## config.mk

```make
export PLATFORM = sky130hd
export DESIGN_NAME = instr_decoder
export DESIGN_NICKNAME = d
export VERILOG_FILES = /design/src/rtl/pwm_pkg.sv /design/src/rtl/instr_decoder.sv
export SDC_FILE = /design/constraint.sdc
export NUM_CORES = 1
export LEC_CHECK = 0
export CORE_UTILIZATION = 35
export DETAILED_ROUTE_END_ITERATION = 10
export PLACE_DENSITY_LB_ADDON = 0.08
export REMOVE_ABC_BUFFERS = 1
export SYNTH_ARGS = -nofsm -noshare
export SYNTH_HDL_FRONTEND = slang
export SYNTH_SLANG_ARGS = --single-unit
export TNS_END_PERCENT = 100
```

## constraint.sdc

```tcl
create_clock -name clk -period 2 [get_ports clk]
set_input_delay 0.4 -clock clk [delete_from_list [all_inputs] [get_ports clk]]
set_output_delay 0.4 -clock clk [all_outputs]
set_load 0.02 [all_outputs]
```

## src/rtl/pwm_pkg.sv

```systemverilog
// Shared definitions for the PWM peripheral: register map, SPI command
// byte layout and the instruction decoder state encoding.
package pwm_pkg;

  // Register map of the PWM peripheral (16-bit registers, byte-addressed by lane)
  localparam logic [5:0] ADDR_CTRL      = 6'h00;
  localparam logic [5:0] ADDR_STATUS    = 6'h01;
  localparam logic [5:0] ADDR_PRESCALE  = 6'h02;
  localparam logic [5:0] ADDR_PERIOD    = 6'h03;
  localparam logic [5:0] ADDR_CH0_DUTY  = 6'h04;
  localparam logic [5:0] ADDR_CH1_DUTY  = 6'h05;
  localparam logic [5:0] ADDR_CH2_DUTY  = 6'h06;
  localparam logic [5:0] ADDR_CH3_DUTY  = 6'h07;
  localparam logic [5:0] ADDR_CH0_PHASE = 6'h08;
  localparam logic [5:0] ADDR_CH1_PHASE = 6'h09;
  localparam logic [5:0] ADDR_CH2_PHASE = 6'h0A;
  localparam logic [5:0] ADDR_CH3_PHASE = 6'h0B;
  localparam logic [5:0] ADDR_IRQ_EN    = 6'h0C;
  localparam logic [5:0] ADDR_IRQ_STAT  = 6'h0D;

  // Highest mapped address; anything above it is silently skipped
  localparam logic [5:0] MAX_ADDR = ADDR_IRQ_STAT;

  // Command byte layout: bit7 = write, bit6 = high byte lane, bits[5:0] = address
  localparam int CMD_RW_BIT = 7;
  localparam int CMD_HI_BIT = 6;

  typedef enum logic [2:0] {
    IDLE,
    WAIT_DATA,
    WR,
    RD1,
    RD2,
    RESP,
    SKIP
  } dec_state_t;

  // True when the address hits a real register
  function automatic logic addr_mapped(input logic [5:0] a, input logic [5:0] max_addr);
    return a <= max_addr;
  endfunction

endpackage

```

## src/rtl/instr_decoder.sv

```systemverilog
// SPI instruction decoder: turns a command byte (plus a data byte for writes)
// into single-cycle register-file strobes, and returns read data on data_out
// for the dummy byte that follows a read command.
module instr_decoder
  import pwm_pkg::*;
#(
  parameter logic [5:0] MAX_ADDR = 6'h0D
) (
  input  logic       clk,
  input  logic       rst_n,
  input  logic       frame,
  input  logic       byte_sync,
  input  logic [7:0] data_in,
  output logic [7:0] data_out,
  output logic       data_out_valid,
  output logic       read,
  output logic       write,
  output logic [5:0] addr,
  output logic       hi_sel,
  output logic [7:0] data_write,
  input  logic [7:0] data_read
);

  dec_state_t state;

  // Decoder FSM; every output is a flop so strobes are glitch-free and
  // addr/hi_sel/data_write only move in states where no strobe is active.
  always_ff @(posedge clk) begin
    if (!rst_n) begin
      state          <= IDLE;
      read           <= 1'b0;
      write          <= 1'b0;
      addr           <= 6'h00;
      hi_sel         <= 1'b0;
      data_write     <= 8'h00;
      data_out       <= 8'h00;
      data_out_valid <= 1'b0;
    end else begin
      // Strobes and the valid pulse are one-shot unless re-armed below
      read           <= 1'b0;
      write          <= 1'b0;
      data_out_valid <= 1'b0;

      if (!frame) begin
        // Chip-select gone: drop whatever was in progress, including a
        // write that is still waiting for its data byte
        state <= IDLE;
      end else begin
        case (state)
          IDLE: begin
            if (byte_sync) begin
              addr   <= data_in[5:0];
              hi_sel <= data_in[CMD_HI_BIT];
              if (!addr_mapped(data_in[5:0], MAX_ADDR)) begin
                state <= SKIP;
                // Unmapped reads still answer, with zero, so the host
                // always gets a defined byte back
                if (!data_in[CMD_RW_BIT]) begin
                  data_out       <= 8'h00;
                  data_out_valid <= 1'b1;
                end
              end else if (data_in[CMD_RW_BIT]) begin
                state <= WAIT_DATA;
              end else begin
                state <= RD1;
                read  <= 1'b1;
              end
            end
          end
          WAIT_DATA: begin
            if (byte_sync) begin
              data_write <= data_in;
              write      <= 1'b1;
              state      <= WR;
            end
          end
          WR: begin
            state <= IDLE;
          end
          RD1: begin
            read  <= 1'b1;
            state <= RD2;
          end
          RD2: begin
            // Register file data is valid by the end of the second read cycle
            data_out       <= data_read;
            data_out_valid <= 1'b1;
            state          <= RESP;
          end
          RESP, SKIP: begin
            // The next byte is the dummy that shifts data_out (or, for an
            // unmapped write, the discarded data byte)
            if (byte_sync) begin
              state <= IDLE;
            end
          end
          default: begin
            state <= IDLE;
          end
        endcase
      end
    end
  end

endmodule

```

==> metrics, run 1 <==
Vias=between 900 and 1000; WHS Path Cells=1; minimum clock period=about 1700 ps; Iter 0 DRT Violations=11; Final Power=1.26 mW; antenna cell count=0; WP data arrival=1280 ps; count of warnings emitted by yosys=0; total CTS buffers=5; top flip-flop cell by instance count after synthesis=sky130_fd_sc_hd__dfxtp_1; kind of cell adding the most delay to the critical path=buffers and inverters; maximum number of pins on one net before global-route repair=18; clock slew at reported path FFs=90 ps; maximum clock frequency=595 MHz; worst path required time=1600 ps; I/O pins=46; Post-CTS Setup Inserts=0; DRT antenna net count=0; most numerous cell in the Yosys netlist=sky130_fd_sc_hd__dfxtp_1; clock root buffer=sky130_fd_sc_hd__clkbuf_4; Netlist Area Pre-Place=1170 µm²; RSZ-0062 raised after global routing=false; Site Rows=20; CP Cell Sequence=clkdlybuf4s50_1; remaining design rule violation count=0; sequential element share of the synthesized area=49.6%; number of distinct library cells after synthesis=33; Yosys reg bits=29; sum of negative setup slack=0 ps; Hold Vio Cnt, Final=0; width of the die=approximately 60 µm; area share of the largest cell type after synthesis=between 40% and 50%; ratio of cells with drive above 1 in the final layout=roughly 17%; total wirelength of the detailed-routed design=2.47 mm; final weighted congestion in routability-driven placement=0.770; Post-synth ARST share=0%; first-pass GRT wire length=roughly 4.1 mm; DP HPWL=1.75 mm; # Max-Cap Violations=0; Max-Slew Margin vs Limit=about 77%; critical path launch point type=flip-flop; portion of the clock cycle consumed by the worst path in the final layout=84.0%; result of the run=finished, final reports clean; Critical Path Max Stage Delay=610 ps; leak pwr=0.631 nW; post-cts repair resize count=0; 1st-pass router iterations=4; most instantiated cells after synthesis=29 x sky130_fd_sc_hd__dfxtp_1, 15 x sky130_fd_sc_hd__mux2i_1, 15 x sky130_fd_sc_hd__nor2b_1; Worst Tran Pin Value=352 ps; share of the core filled with cells in the final layout=56.6%; EDFF count, synth=0; die area=3580 µm²; logic depth of the worst path, buffers included=1; smallest setup slack after layout=approximately 320 ps; chip height=59.8 µm; Post-Synthesis Mean Instance Area=11.4 µm²; worst-case clock skew=5.78 ps; number of I/O port buffers=45; top cell type by total area after synthesis=sky130_fd_sc_hd__dfxtp_1; final setup violating endpoints=0; DR WL/cell=about 13 µm; starting density of the core=37.7%; via/cell ratio=4.70; crit path capture type=output port; clock buffer depth=2; overall routing resource usage=15.7%; maximum VDD drop=~0.47 mV; critical path's slowest cell=sky130_fd_sc_hd__clkdlybuf4s50_1; Hold Buf Count CTS=0; Power per Cell Area=about 720 nW/µm²; via count of the first global-routing pass=slightly above 900; Crit path buffers/inverters=1; remaining global-route overflow=0; CTS Sinks=29; worst min-delay path class=flip-flop to flip-flop; number of antenna violations at the first check in global routing=0; TritonCTS clock tree=done; # nets final=171; Layout area overhead=49.9%; area of the core region=3100 µm²; depth of the CTS H-tree=2; CP max FO=2; Mapped Cells=103; Max Slew Vio Count=0; critical path class=flip-flop to output port; length in cells of the worst reg-to-reg path=5; cells taking the most area after synthesis=sky130_fd_sc_hd__dfxtp_1 50%, sky130_fd_sc_hd__mux2i_1 13%, sky130_fd_sc_hd__nor2b_1 8.0%, sky130_fd_sc_hd__a22o_2 6.8%, sky130_fd_sc_hd__a31oi_4 1.8%; worst setup slack after placement=59.4 ps; later-pin clock latency in the skew report=310 ps
## sequential cells by signal, summed over array words and instances, names as in the netlist
name and flops:
data_write 8, data_out_valid 1, state 3, addr 6, data_out 8, hi_sel 1, read 1, write 1
## power by group
part	switching, mW	internal (mW)	total (mW)
Combinational	0.0702	0.0925	0.163
Clock	0.195	0.299	0.494
Sequential	0.0134	0.593	0.606
## layout by cell type, fill, tap and decap left out, types with 2 or more instances in the layout
master and count:
sky130_fd_sc_hd__clkdlybuf4s50_1 45, sky130_fd_sc_hd__dfxtp_1 29, sky130_fd_sc_hd__mux2i_1 15, sky130_fd_sc_hd__nor2b_1 15, sky130_fd_sc_hd__a22o_2 8, sky130_fd_sc_hd__clkbuf_4 5
sky130_fd_sc_hd__buf_4 3, sky130_fd_sc_hd__nand2_1 2, sky130_fd_sc_hd__nor2_1 2, sky130_fd_sc_hd__a21oi_1 2
## area by class of cell
| type | instances | area, µm² |
|---|---|---|
| fill | 303 | 1350 |
| timing repair buffer | 49 | 493 |
| sequential | 29 | 581 |
| tap | 44 | 55.1 |
| clock buffer | 7 | 55.1 |
| inverter | 2 | 7.51 |
| multi-input combinational | 64 | 534 |
| clock inverter | 1 | 30.0 |
## kinds of logic after synthesis
kind of cell	count (synthesis)	synth area share (%)
AND/OR/NAND/NOR	30	16.5
flip-flops	29	49.6
AO/OA/AOI/OAI	19	16.3
multiplexers	15	12.8
buffers and inverters	10	4.81
## final timing paths
| check | start | endpoint | slack [ps] |
|---|---|---|---|
| setup / recovery | data_write[4] | data_write[4] | 320 |
| hold / removal | data_out[3] | data_out[3] | 490 |
| setup reg to reg | state[0] | addr[1] | 600 |
| hold reg to reg | data_out[3] | data_out[3] | 490 |
## stage by stage
stage | cell area (µm²) | cells | hold WS [ps]
6_report | 1760 | 196 | 486
5_1_grt | 1760 | 196 | 511
4_1_cts | 1760 | 196 | 489
3_5_place_dp | 1670 | 188 | 461
3_3_place_gp | 1670 | 188 | 462
2_1_floorplan | 1120 | 95 | 500
## routing by layer
layer	track usage (%)	routed length (µm)	part of all wire (%)	up-vias
met2	22.7	1080	44	28
met4	6.98	24	0.97	0
met5	0	0	0	-
met1	20.9	1220	49	421
met3	5.63	143	5.8	4
li1	-	-	-	468
(Power assumes the default switching activity.)
==> run 2, diff against run 1 <==
- clock period: 2 -> 1.4 ns (I/O delays scaled with it)
==> metrics, run 2 (same netlist as run 1, synthesis figures left out) <==
total wirelength of the detailed-routed design=2.65 mm (+7.2%); total CTS buffers=5 (unchanged); later-pin clock latency in the skew report=320 ps (about the same); registers with the highest flip-flop counts=data_out (8), data_write (8), addr (6); antenna cell count=0 (unchanged); maximum clock frequency=just under 800 MHz; number of I/O port buffers=45 (unchanged); maximum number of pins on one net before global-route repair=18 (unchanged); clock buffer depth=2 (unchanged); Critical Path Max Stage Delay=360 ps (-250 ps); Iter 0 DRT Violations=17 (+6); RSZ-0062 raised after global routing=false; Site Rows=20 (unchanged); commonest cells after routing, fill and taps aside=29 x sky130_fd_sc_hd__dfxtp_1, 29 x sky130_fd_sc_hd__dlygate4sd2_1, 15 x sky130_fd_sc_hd__mux2i_1, 15 x sky130_fd_sc_hd__nor2b_1, 15 x sky130_fd_sc_hd__buf_4; TritonCTS clock tree=done; # nets final=184 (+7.6%); minimum clock period=roughly 1300 ps; via/cell ratio=4.70 (about the same); worst path required time=1120 ps (-480 ps); Layout Cells excl Fill=208 (+6.1%); critical path's slowest cell=sky130_fd_sc_hd__dfxtp_1; starting density of the core=37.7% (unchanged); standard cell area after detailed placement=1760 µm² (+5.4%); Hold Vio Cnt, Final=0 (unchanged); remaining global-route overflow=0 (unchanged); # Max-Cap Violations=0 (unchanged); CP Cell Sequence=dlygate4sd2_1; Final Power=1.62 mW (+28%); worst-case clock skew=7.49 ps (+1.71 ps); CTS Sinks=29 (unchanged); leak pwr=0.843 nW (+33%); number of instances in the placed design=200 (+6.4%); final cell area excluding filler cells=1810 µm² (+3.1%); critical path launch point type=flip-flop; overall routing resource usage=17.0% (+1.3 points); I/O pins=46 (unchanged); WP data arrival=1010 ps (-270 ps); first-pass GRT wire length=4.24 mm (+2.8%); Fill cells=309 (+2.0%); number of antenna violations at the first check in global routing=0 (unchanged); clock root buffer=sky130_fd_sc_hd__clkbuf_4; crit path capture type=output port; Power per Cell Area=893 nW/µm² (+24%); portion of the clock cycle consumed by the worst path in the final layout=92.3%; Worst Tran Pin Value=325 ps (-27.1 ps); ratio of cells with drive above 1 in the final layout=23.2% (+6.1 points); worst min-delay path class=primary input to flip-flop; maximum VDD drop=0.583 mV (+23%); final setup violating endpoints=0 (unchanged); DP HPWL=1.94 mm (+11%); die area=3580 µm² (unchanged); Vias=978 (+6.2%); depth of the CTS H-tree=2 (unchanged); chip height=59.8 µm (unchanged); critical path class=flip-flop to output port; Crit path buffers/inverters=1 (unchanged); result of the run=finished, final reports clean; 1st-pass router iterations=4 (unchanged); kind of cell adding the most delay to the critical path=flip-flops; via count of the first global-routing pass=931 (-0.43%); remaining design rule violation count=0 (unchanged); Max Slew Vio Count=0 (unchanged); Sequential Area=581 µm² (unchanged); DR WL/cell=12.7 µm (+1.0%); clock slew at reported path FFs=90 ps (about the same); CP max FO=2 (unchanged); footprint of the multi-input gates=547 µm² (+2.3%); DRT antenna net count=0 (unchanged); Layout area overhead=54.6%; final weighted congestion in routability-driven placement=0.792 (+2.9%); Max-Slew Margin vs Limit=78.3% (+1.8 points); width of the die=59.8 µm (unchanged); area of the core region=3100 µm² (unchanged)
[run 2: changes by cell type in the layout (fill, tap and decap cells not counted), moves of 3 or more]
cell                              change
sky130_fd_sc_hd__clkdlybuf4s50_1     -32
sky130_fd_sc_hd__dlymetal6s2s_1       +3
sky130_fd_sc_hd__dlygate4sd2_1       +29
sky130_fd_sc_hd__buf_4               +12
[run 2: final timing paths]
path,cells after the start,slack [ps],startpoint,end
worst max-delay path,1,110,data_out[4],data_out[4]
worst min-delay path,3,310,data_in[4],data_write[4]
worst max register to register,5,150,state[0],hi_sel
worst min register to register,1,480,data_out[7],data_out[7]
[run 2: layer usage]
metal / track usage [%] / vias to the layer above / part of all wire [%]
met4: 8.97 / 0 / 1.9
met5: 0 / - / 0
met3: 7.79 / 4 / 7.6
li1: - / 493 / -
met2: 24.8 / 37 / 48
met1: 20.9 / 444 / 43
[run 2: what timing repair did]
action                     4_1_cts  5_1_grt
gates resized for setup         30        5
pin swaps                        3        4
hold buffers                     0        0
setup buffers                    1        0
setup endpoints to repair       36       18
[run 2: area by class of cell]
class                      instances  share of cell area, %
clock buffer                       7                   3.04
inverter                           2                  0.415
multi-input combinational         64                   30.2
sequential                        29                   32.1
tap                               44                   3.04
timing repair buffer              62                   31.2
[run 2: power by group]
part	internal (mW)	switching [mW]	leakage, nW
Combinational	0.143	0.114	0.576
Clock	0.237	0.265	0.0314
Sequential	0.846	0.0126	0.235
Total	1.23	0.391	0.843
[run 2: metrics by stage]
stage	TNS, ps	setup slack, ps	hold slack [ps]	utilization [%]
final	0	108	311	58.3
after global routing	0	2.02	329	58.3
after CTS	0	2.39	463	57.8
after detailed placement	-8120	-384	462	56.7
after global placement	-7480	-355	461	56.7
after floorplan	0	62.4	380	-
